==> src/rtl/button_event_scheduler_if.sv <==
// ============================================================================
// Module   : button_event_scheduler_if
// Brief    : Raw switch inputs, filtered levels and press-event handshake
//            bundled between the scheduler and its consumer.
// Revision : 1.0  initial release
// ============================================================================
`default_nettype none

interface button_event_scheduler_if;
    logic [3:0] i_Bouncy;
    logic [3:0] o_Debounced;
    logic       o_Event_Valid;
    logic [1:0] o_Event_Id;
    logic       i_Event_Ready;
    logic [3:0] o_Overrun;

    modport slave (
        input  i_Bouncy,
        input  i_Event_Ready,
        output o_Debounced,
        output o_Event_Valid,
        output o_Event_Id,
        output o_Overrun
    );

    modport master (
        output i_Bouncy,
        output i_Event_Ready,
        input  o_Debounced,
        input  o_Event_Valid,
        input  o_Event_Id,
        input  o_Overrun
    );
endinterface

`default_nettype wire

==> src/rtl/button_event_scheduler.sv <==
// ============================================================================
// Module   : button_event_scheduler
// Brief    : Four-channel switch debouncer that queues press events and
//            offers them one at a time through a round-robin valid/ready port.
// Revision : 1.0  initial release
// ============================================================================
`default_nettype none

module button_event_scheduler #(
    parameter int DEBOUNCE_LIMIT = 250000
) (
    input  wire logic                  i_Clk,
    input  wire logic                  i_Rst_L,
    button_event_scheduler_if.slave    bus
);

    localparam int              c_CW   = (DEBOUNCE_LIMIT > 1) ? $clog2(DEBOUNCE_LIMIT) : 1;
    localparam logic [c_CW-1:0] c_LAST = c_CW'(DEBOUNCE_LIMIT - 1);
    localparam logic [c_CW-1:0] c_ONE  = c_CW'(1);

    typedef enum logic [0:0] {
        ST_IDLE  = 1'b0,
        ST_OFFER = 1'b1
    } state_t;

    state_t          r_state;
    logic [c_CW-1:0] r_cnt [4];
    logic [3:0]      r_debounced;
    logic [3:0]      r_pending;
    logic [3:0]      r_overrun;
    logic [1:0]      r_ptr;
    logic [1:0]      r_event_id;
    logic            r_event_valid;

    logic [3:0]      w_press;
    logic [3:0]      w_clear;
    logic [1:0]      w_base;
    logic [1:0]      w_idx;
    logic [1:0]      w_winner;
    logic            w_found;
    logic            w_handshake;
    logic            w_load;

    // A press is the edge on which a low filtered level flips high.
    always_comb begin
        w_press = '0;
        for (int n = 0; n < 4; n++) begin
            w_press[n] = bus.i_Bouncy[n] & ~r_debounced[n] & (r_cnt[n] == c_LAST);
        end
    end

    // Search runs from the slot after the accepted id on a handshake, else from ptr.
    always_comb begin
        w_handshake = (r_state == ST_OFFER) && bus.i_Event_Ready;
        w_base      = (r_state == ST_OFFER) ? (r_event_id + 2'd1) : r_ptr;
        w_found     = 1'b0;
        w_winner    = w_base;
        w_idx       = w_base;
        for (int k = 3; k >= 0; k--) begin
            w_idx = w_base + 2'(k);
            if (r_pending[w_idx]) begin
                w_found  = 1'b1;
                w_winner = w_idx;
            end
        end
        w_load  = w_found && ((r_state == ST_IDLE) || w_handshake);
        w_clear = '0;
        if (w_load) begin
            w_clear[w_winner] = 1'b1;
        end
    end

    always_ff @(posedge i_Clk) begin
        if (!i_Rst_L) begin
            for (int n = 0; n < 4; n++) begin
                r_cnt[n] <= '0;
            end
            r_debounced <= '0;
            r_pending   <= '0;
            r_overrun   <= '0;
        end else begin
            for (int n = 0; n < 4; n++) begin
                if (bus.i_Bouncy[n] == r_debounced[n]) begin
                    r_cnt[n] <= '0;
                end else if (r_cnt[n] == c_LAST) begin
                    r_debounced[n] <= bus.i_Bouncy[n];
                    r_cnt[n]       <= '0;
                end else begin
                    r_cnt[n] <= r_cnt[n] + c_ONE;
                end
            end
            // A fresh press beats a same-edge load clear, and only counts as lost
            // when the older event is still waiting afterwards.
            r_overrun <= r_overrun | (w_press & r_pending & ~w_clear);
            r_pending <= (r_pending & ~w_clear) | w_press;
        end
    end

    always_ff @(posedge i_Clk) begin
        if (!i_Rst_L) begin
            r_state       <= ST_IDLE;
            r_event_valid <= 1'b0;
            r_event_id    <= 2'd0;
            r_ptr         <= 2'd0;
        end else begin
            case (r_state)
                ST_IDLE: begin
                    if (w_load) begin
                        r_state       <= ST_OFFER;
                        r_event_valid <= 1'b1;
                        r_event_id    <= w_winner;
                    end
                end
                ST_OFFER: begin
                    if (w_handshake) begin
                        r_ptr <= r_event_id + 2'd1;
                        if (w_load) begin
                            r_event_id <= w_winner;
                        end else begin
                            r_state       <= ST_IDLE;
                            r_event_valid <= 1'b0;
                        end
                    end
                end
                default: begin
                    r_state       <= ST_IDLE;
                    r_event_valid <= 1'b0;
                end
            endcase
        end
    end

    assign bus.o_Debounced   = r_debounced;
    assign bus.o_Event_Valid = r_event_valid;
    assign bus.o_Event_Id    = r_event_id;
    assign bus.o_Overrun     = r_overrun;

endmodule

`default_nettype wire

==> src/flat_wrapper.sv <==
// flat-port wrapper written by rule: the top's interface ports become plain ports
module button_event_scheduler_flat 
#(
    parameter int DEBOUNCE_LIMIT = 250000
)
  (i_Clk, i_Rst_L, bus_i_Bouncy, bus_i_Event_Ready, bus_o_Debounced, bus_o_Event_Valid, bus_o_Event_Id, bus_o_Overrun);
  button_event_scheduler_if bus_i ();
  input  wire logic i_Clk;
  input  wire logic i_Rst_L;
  input wire logic [$bits(bus_i.i_Bouncy)-1:0] bus_i_Bouncy;
  input wire logic [$bits(bus_i.i_Event_Ready)-1:0] bus_i_Event_Ready;
  output wire logic [$bits(bus_i.o_Debounced)-1:0] bus_o_Debounced;
  output wire logic [$bits(bus_i.o_Event_Valid)-1:0] bus_o_Event_Valid;
  output wire logic [$bits(bus_i.o_Event_Id)-1:0] bus_o_Event_Id;
  output wire logic [$bits(bus_i.o_Overrun)-1:0] bus_o_Overrun;
  assign bus_i.i_Bouncy = bus_i_Bouncy;
  assign bus_i.i_Event_Ready = bus_i_Event_Ready;
  assign bus_o_Debounced = bus_i.o_Debounced;
  assign bus_o_Event_Valid = bus_i.o_Event_Valid;
  assign bus_o_Event_Id = bus_i.o_Event_Id;
  assign bus_o_Overrun = bus_i.o_Overrun;
  button_event_scheduler #(.DEBOUNCE_LIMIT(DEBOUNCE_LIMIT)) u_core (.i_Clk(i_Clk), .i_Rst_L(i_Rst_L), .bus(bus_i));
endmodule
==> config.mk <==
export PLATFORM = sky130hd
export DESIGN_NAME = button_event_scheduler_flat
export DESIGN_NICKNAME = d
export VERILOG_FILES = /design/src/rtl/button_event_scheduler_if.sv /design/src/rtl/button_event_scheduler.sv /design/src/flat_wrapper.sv
export SDC_FILE = /design/constraint.sdc
export NUM_CORES = 1
export LEC_CHECK = 0
export BUFFER_PORTS_ARGS = -buffer_cell sky130_fd_sc_hd__buf_2
export CAP_MARGIN = 25
export CORE_MARGIN = 4
export CORE_UTILIZATION = 31
export DETAILED_ROUTE_END_ITERATION = 16
export GPL_ROUTABILITY_DRIVEN = 0
export GPL_TIMING_DRIVEN = 0
export PLACE_DENSITY = 0.57
export SKIP_CTS_REPAIR_TIMING = 1
export SLEW_MARGIN = 20
export SYNTH_ARGS = -nofsm -noshare
export SYNTH_HDL_FRONTEND = slang
export SYNTH_SLANG_ARGS = --single-unit
export TNS_END_PERCENT = 100
==> constraint.sdc <==
create_clock -name i_Clk -period 4.8 [get_ports i_Clk]
set_input_delay 0.24 -clock i_Clk [delete_from_list [all_inputs] [get_ports i_Clk]]
set_output_delay 0.24 -clock i_Clk [all_outputs]
set_load 0.1 [all_outputs]
Word-level counts from Yosys, hierarchy flattened --
Memory sizes are Yosys's and may differ from the RTL's. Index checks and enable logic that the tools add are counted.
Cells by class: reduce and logical (&&, ||, !) cells 10, bitwise operators 35, equality and inequality tests 11, multiplexer cells 87, add/sub/neg operators 8, magnitude comparators 6
Operator list (count):
- $mux 18 | 12
- $add 18x1->18 const B | 4
- $eq 18x18->1 const B | 4
- $mux 1 | 59
- $lt 2x3->1 const B | 5
- $mux 2 | 7
- $and 4x4->4 | 3
- $or 1x1->1 | 12
- $reduce_and 2->1 | 5
- $not 1->1 | 9
- $and 1x1->1 | 8
- $bmux 1 s2 | 4
- $or 4x4->4 | 2
- $add 2x1->2 const B | 2
- $add 2x2->2 const B | 2
- $eq 1x1->1 | 4
- $mux 4 | 1
- $ne 2x2->1 const B | 2
- $not 4->4 | 1
- $pmux 1 s2 | 2
- $pmux 2 s2 | 1
- $logic_and 1x1->1 | 3
- $reduce_and 3->1 | 1
- $demux 1 s2 | 1
- other kinds (3) | 3
Word-level totals: logic and storage cells 168, memories 1, output and inout bits 11, input bits 7, flip-flop bits (word level) 18, RAM bits 72
Memories:
- u_core.r_cnt | words 4, width 18, rd ports 4, clocked after Yosys merged registers in 0, wr ports 4, line button_event_scheduler.sv:27 | logic [c_CW-1:0] r_cnt [4];

Longest topological paths before layout --
depth after elaboration 17, depth in mapped cells 8, gate-level depth less buffers 7

Worst setup path before layout --
OpenSTA, ideal clock, no wires.
kind register to register, start register u_core.r_event_id[0] (netlist: u_core.bus.o_Event_Id[0]), end register u_core.r_pending[2], buffers on the path 0, path slack 2.387 ns, period minus slack after synthesis 2.413 ns, arrival 2.281 ns, setup time 0.132 ns, data required time 4.668 ns, stages on the path, launching flop included 7, cell sequence dfxtp_1 nor2b_1 or3_1 mux2_2 a21bo_2 o21ai_0 a21oi_1
On the way: longest elaborated chain between the ends 17, elaborated cells on any way between the ends 31, classes of those cells add/sub: 4; order compare: 2; mux: 20; bitwise: 3; reduce/logical: 2
Ends and longest elaborated chain:
- from (decl) | line button_event_scheduler.sv:32 | logic [1:0] r_event_id;
- from (signal assigned) | line button_event_scheduler.sv:111 | r_event_id <= w_winner;
- from (signal assigned) | line button_event_scheduler.sv:118 | r_event_id <= w_winner;
- $add 2x1->2 (*) | line button_event_scheduler.sv:55 | w_base = (r_state == ST_OFFER) ? (r_event_id + 2'd1) : r_ptr;
- $mux 2 (*) | line button_event_scheduler.sv:55
- $add 2x2->2 | line button_event_scheduler.sv:60 | w_idx = w_base + 2'(k);
- $bmux 1 s2 | line button_event_scheduler.sv:61 | if (r_pending[w_idx]) begin
- $mux 1 (implied by the code) | line button_event_scheduler.sv:61
- $mux 2 (4 in series) | line button_event_scheduler.sv:61
- $lt 2x3->1 (implied by the code) or $ge 2x1->1 (tied branches) | line button_event_scheduler.sv:69 | w_clear[w_winner] = 1'b1;
- $logic_and 1x1->1 (implied by the code) | line button_event_scheduler.sv:69
- $mux 1 (implied by the code) | line button_event_scheduler.sv:69
- $demux 1 s2
- $mux 4 (*) | line button_event_scheduler.sv:68 | if (w_load) begin
- $not 4->4 (*) | line button_event_scheduler.sv:95 | r_pending <= (r_pending & ~w_clear) | w_press;
- $and 4x4->4 (*) | line button_event_scheduler.sv:95
- $or 4x4->4 (*) | line button_event_scheduler.sv:95
- to (signal assigned) | line button_event_scheduler.sv:95
- to (decl) | line button_event_scheduler.sv:29 | logic [3:0] r_pending;
Mark *: on every way between the ends. The rest lies on a longest branch, timed or not. The select of a mux whose other input is x is not followed. A chain may end at the register's enable or synchronous reset.

==> flow_summary.ini <==
[sta]
timing_worst_slew_pin_value_ns = 0.615
maxSlewHeadroom = 0.586
max_clock_freq_mhz = 451
timing.final.hold_violations = 0
final_max_slew_viol_count = 0
period_minus_slack_ns = 2.22
post-route-worst-setup-slack_ns = 2.58
setup-violations-final = 0
finalCritPeriodShare = 0.462
grt_setup_unrepaired = no
setup_total_negative_slack_ns = 0
timing.clock.skew_ns = 0.00924

[setup_path]
r2r_slack_ns = 2.58
timing.rr.start = u_core.r_cnt[1][10]
reg2reg_depth = 7
crit_slowest_cell = sky130_fd_sc_hd__edfxtp_1
cell_breakdown_of_the_critical_path = nor4b_1 > nand3_1 > nor4_2 > or3_1 > buf_4 > buf_6 > nor2_1
critPathArrivalTime_ns = 2.31
startpoint_type = register
worst_setup_path_end_kind = register
worstPathMaxFanout = 10
cp_slowest_stage_delay_ns = 0.48
crit_required_ns = 4.89
criticalPathCategory = register to register
regToRegEndpoint = u_core.r_cnt[1][11]

[finish]
layout.cells.most_common_list = 96 x sky130_fd_sc_hd__nor2_1, 72 x sky130_fd_sc_hd__edfxtp_1, 72 x sky130_fd_sc_hd__conb_1, 38 x sky130_fd_sc_hd__xor2_1, 30 x sky130_fd_sc_hd__nand3_1
layout_commonest_cell = sky130_fd_sc_hd__nor2_1
fillers = 1454
diode_insertion_count_for_antenna_repair = 0
areaGrowthSynthToFinish_pct = 18.0
drive_above_1_share = 0.0841
nets = 569

[routing]
drt_wl_total_um = 8530
route.detailed.drc = 0
detail_route.first_pass.iterations = 4
postRouteAntennaNets = 0
vias_per_cell = 4.56
drtIter0Drc = 224
post_drt_wl_per_cell_um = 11.5
vias = 3387

[worst_hold_path]
whs_path_depth = 3
min-delay-start = bus_i_Bouncy[2]
worst_hold_path_type = input pin to register
timing.hold.worst_endpoint = u_core.bus.o_Debounced[2]

[cts]
cts_tree = yes
clk_pin_slew_worst_paths_ns = 0.06
ctsRootBufferMaster = sky130_fd_sc_hd__clkbuf_16
cts.htree.levels = 3
clkLatencyLatePin_ns = 0.34
max-clock-path-buffers = 2
cts_buffers = 9
numClockSinks = 90

[yosys]
yosys_most_used_dff = sky130_fd_sc_hd__edfxtp_1
syn-cell-area_um2 = 4730
mean_instance_size_in_the_synthesized_netlist_um2 = 10.4
ys_async_sr_fraction = 0
synth_seq_cells = 90
syn_inst = 455
ys.warnings.count = 0
synth.distinct_cells = 47
synth_enable_flop_cells = 72
seq_area_frac_synth = 0.533

[floorplanning]
io-pin-count = 18
placementRows = 44
floorplan.die.width_um = 132
core_region_area_um2 = 14800
die_y_um = 132
initial_utilization = 0.321
die_area_um2 = 17300

[grt]
grt_start_max_net_pins = 16
grt_overflow = 0
grtUsageTotal = 0.103
first_global_vias = 3237
grt_first_pass_wirelength_um = 14900
grt_antenna_before_repair = 1

[place]
post-dp-hpwl_um = 6360
pre_cts_slack_ns = 2.58
port_buffers = 17

[flow_run]
timing.max_cap.violations = 0

[run_status]
run_status = complete, no violations

[power]
cellPowerDensity_nw_per_um2 = 296
power_leakage_nw = 2.00
irDropWorstVdd_mv = 0.161
==> cells in the mapped netlist (4+ instances only) <==
library cell | instances | area share
sky130_fd_sc_hd__dfxtp_1 | 18 | 0.076
sky130_fd_sc_hd__and4_1 | 6 | 0.011
sky130_fd_sc_hd__inv_1 | 16 | 0.013
sky130_fd_sc_hd__nand2_1 | 27 | 0.021
sky130_fd_sc_hd__a21oi_1 | 13 | 0.014
sky130_fd_sc_hd__ha_1 | 8 | 0.021
sky130_fd_sc_hd__edfxtp_1 | 72 | 0.46
sky130_fd_sc_hd__nand3_1 | 30 | 0.032
sky130_fd_sc_hd__nor2_1 | 96 | 0.076
sky130_fd_sc_hd__nand4_1 | 15 | 0.020
sky130_fd_sc_hd__or3_1 | 5 | 0.0066
sky130_fd_sc_hd__and3_1 | 5 | 0.0066
sky130_fd_sc_hd__nor4_1 | 4 | 0.0053
sky130_fd_sc_hd__nand2b_1 | 5 | 0.0066
sky130_fd_sc_hd__nor3_1 | 9 | 0.0095
sky130_fd_sc_hd__nor4b_1 | 5 | 0.0093
sky130_fd_sc_hd__o21ai_0 | 6 | 0.0063
sky130_fd_sc_hd__a311oi_1 | 5 | 0.0093
sky130_fd_sc_hd__xnor2_1 | 27 | 0.050
sky130_fd_sc_hd__xor2_1 | 38 | 0.070
==> registers in the layout, indices dropped and copies added, names as in the netlist <==
| signal | count |
|---|---|
| u_core.r_ptr | 2 |
| u_core.r_pending | 4 |
| u_core.bus.o_Overrun | 4 |
| u_core.bus.o_Debounced | 4 |
| u_core.r_cnt | 72 |
| u_core.r_state | 1 |
| u_core.bus.o_Event_Valid | 1 |
| u_core.bus.o_Event_Id | 2 |
==> kinds of logic after synthesis <==
| logic type | count (synthesis) | synth area share |
|---|---|---|
| simple gates | 224 | 0.234 |
| compound gates | 36 | 0.0516 |
| other cells | 1 | 0.000793 |
| buf+inv | 27 | 0.0299 |
| fa+ha+maj | 8 | 0.0212 |
| xor+xnor | 65 | 0.120 |
| mux | 4 | 0.00873 |
| flops | 90 | 0.533 |
==> stage by stage <==
| stage | utilization | hold slack (ns) | cells | total power, mW | instance area [um^2] |
|---|---|---|---|---|---|
| 2_1_floorplan | - | 0.355 | 526 | 0.987 | 5000 |
| 3_3_place_gp | 0.360 | 0.433 | 727 | 1.01 | 5310 |
| 3_5_place_dp | 0.360 | 0.436 | 727 | 1.01 | 5310 |
| 4_1_cts | 0.378 | 0.140 | 743 | 1.68 | 5580 |
| 5_1_grt | 0.378 | 0.164 | 743 | 1.73 | 5580 |
| 6_report | 0.378 | 0.152 | 743 | 1.65 | 5580 |
==> worst max-delay path, delay by kind of cell, from the launching register on <==
kind          cells  cell delay [ns]
buf+inv           2             0.31
simple gates      5             1.18
flops             1             0.48
==> worst max path at each step <==
stage,startpoint,cells after the start,slack [ns],to
after floorplan,u_core.bus.o_Event_Id[0],6,2.39,u_core.r_pending[2]
after detailed placement,u_core.r_cnt[0][9],6,2.58,u_core.r_cnt[0][16]
final,u_core.r_cnt[1][10],7,2.58,u_core.r_cnt[1][11]
after global routing,u_core.r_cnt[0][10],5,2.30,u_core.r_cnt[0][16]
after global placement,u_core.r_cnt[0][9],6,2.60,u_core.r_cnt[0][11]
after CTS,u_core.r_cnt[1][10],7,2.57,u_core.r_cnt[1][11]
==> power breakdown <==
group / internal [mW] / leakage, nW / total [mW] / switching (mW)
sequential: 0.879 / 0.885 / 0.915 / 0.0363
combinational: 0.0352 / 0.973 / 0.0812 / 0.0460
clock: 0.353 / 0.137 / 0.658 / 0.305
total: 1.27 / 2.00 / 1.65 / 0.388
==> layout make-up <==
| cell class | count | area, um^2 | share of cell area |
|---|---|---|---|
| Clock inverter | 6 | 40.0 | 0.00717 |
| Clock buffer | 10 | 229 | 0.0410 |
| Buffer | 10 | 77.6 | 0.0139 |
| Multi-Input combinational cell | 409 | 2330 | 0.418 |
| Tap cell | 184 | 230 | 0.0412 |
| Inverter | 17 | 63.8 | 0.0114 |
| Timing Repair Buffer | 17 | 85.1 | 0.0152 |
| Sequential cell | 90 | 2520 | 0.452 |
==> layer usage <==
layer	vias up	GRT usage	part of all wire
met5	-	0	0.0023
li1	1753	-	-
met3	15	0.0271	0.048
met2	55	0.162	0.44
met1	1562	0.133	0.48
met4	2	0.0473	0.021
Note: power is estimated with default switching activity, not from simulation.
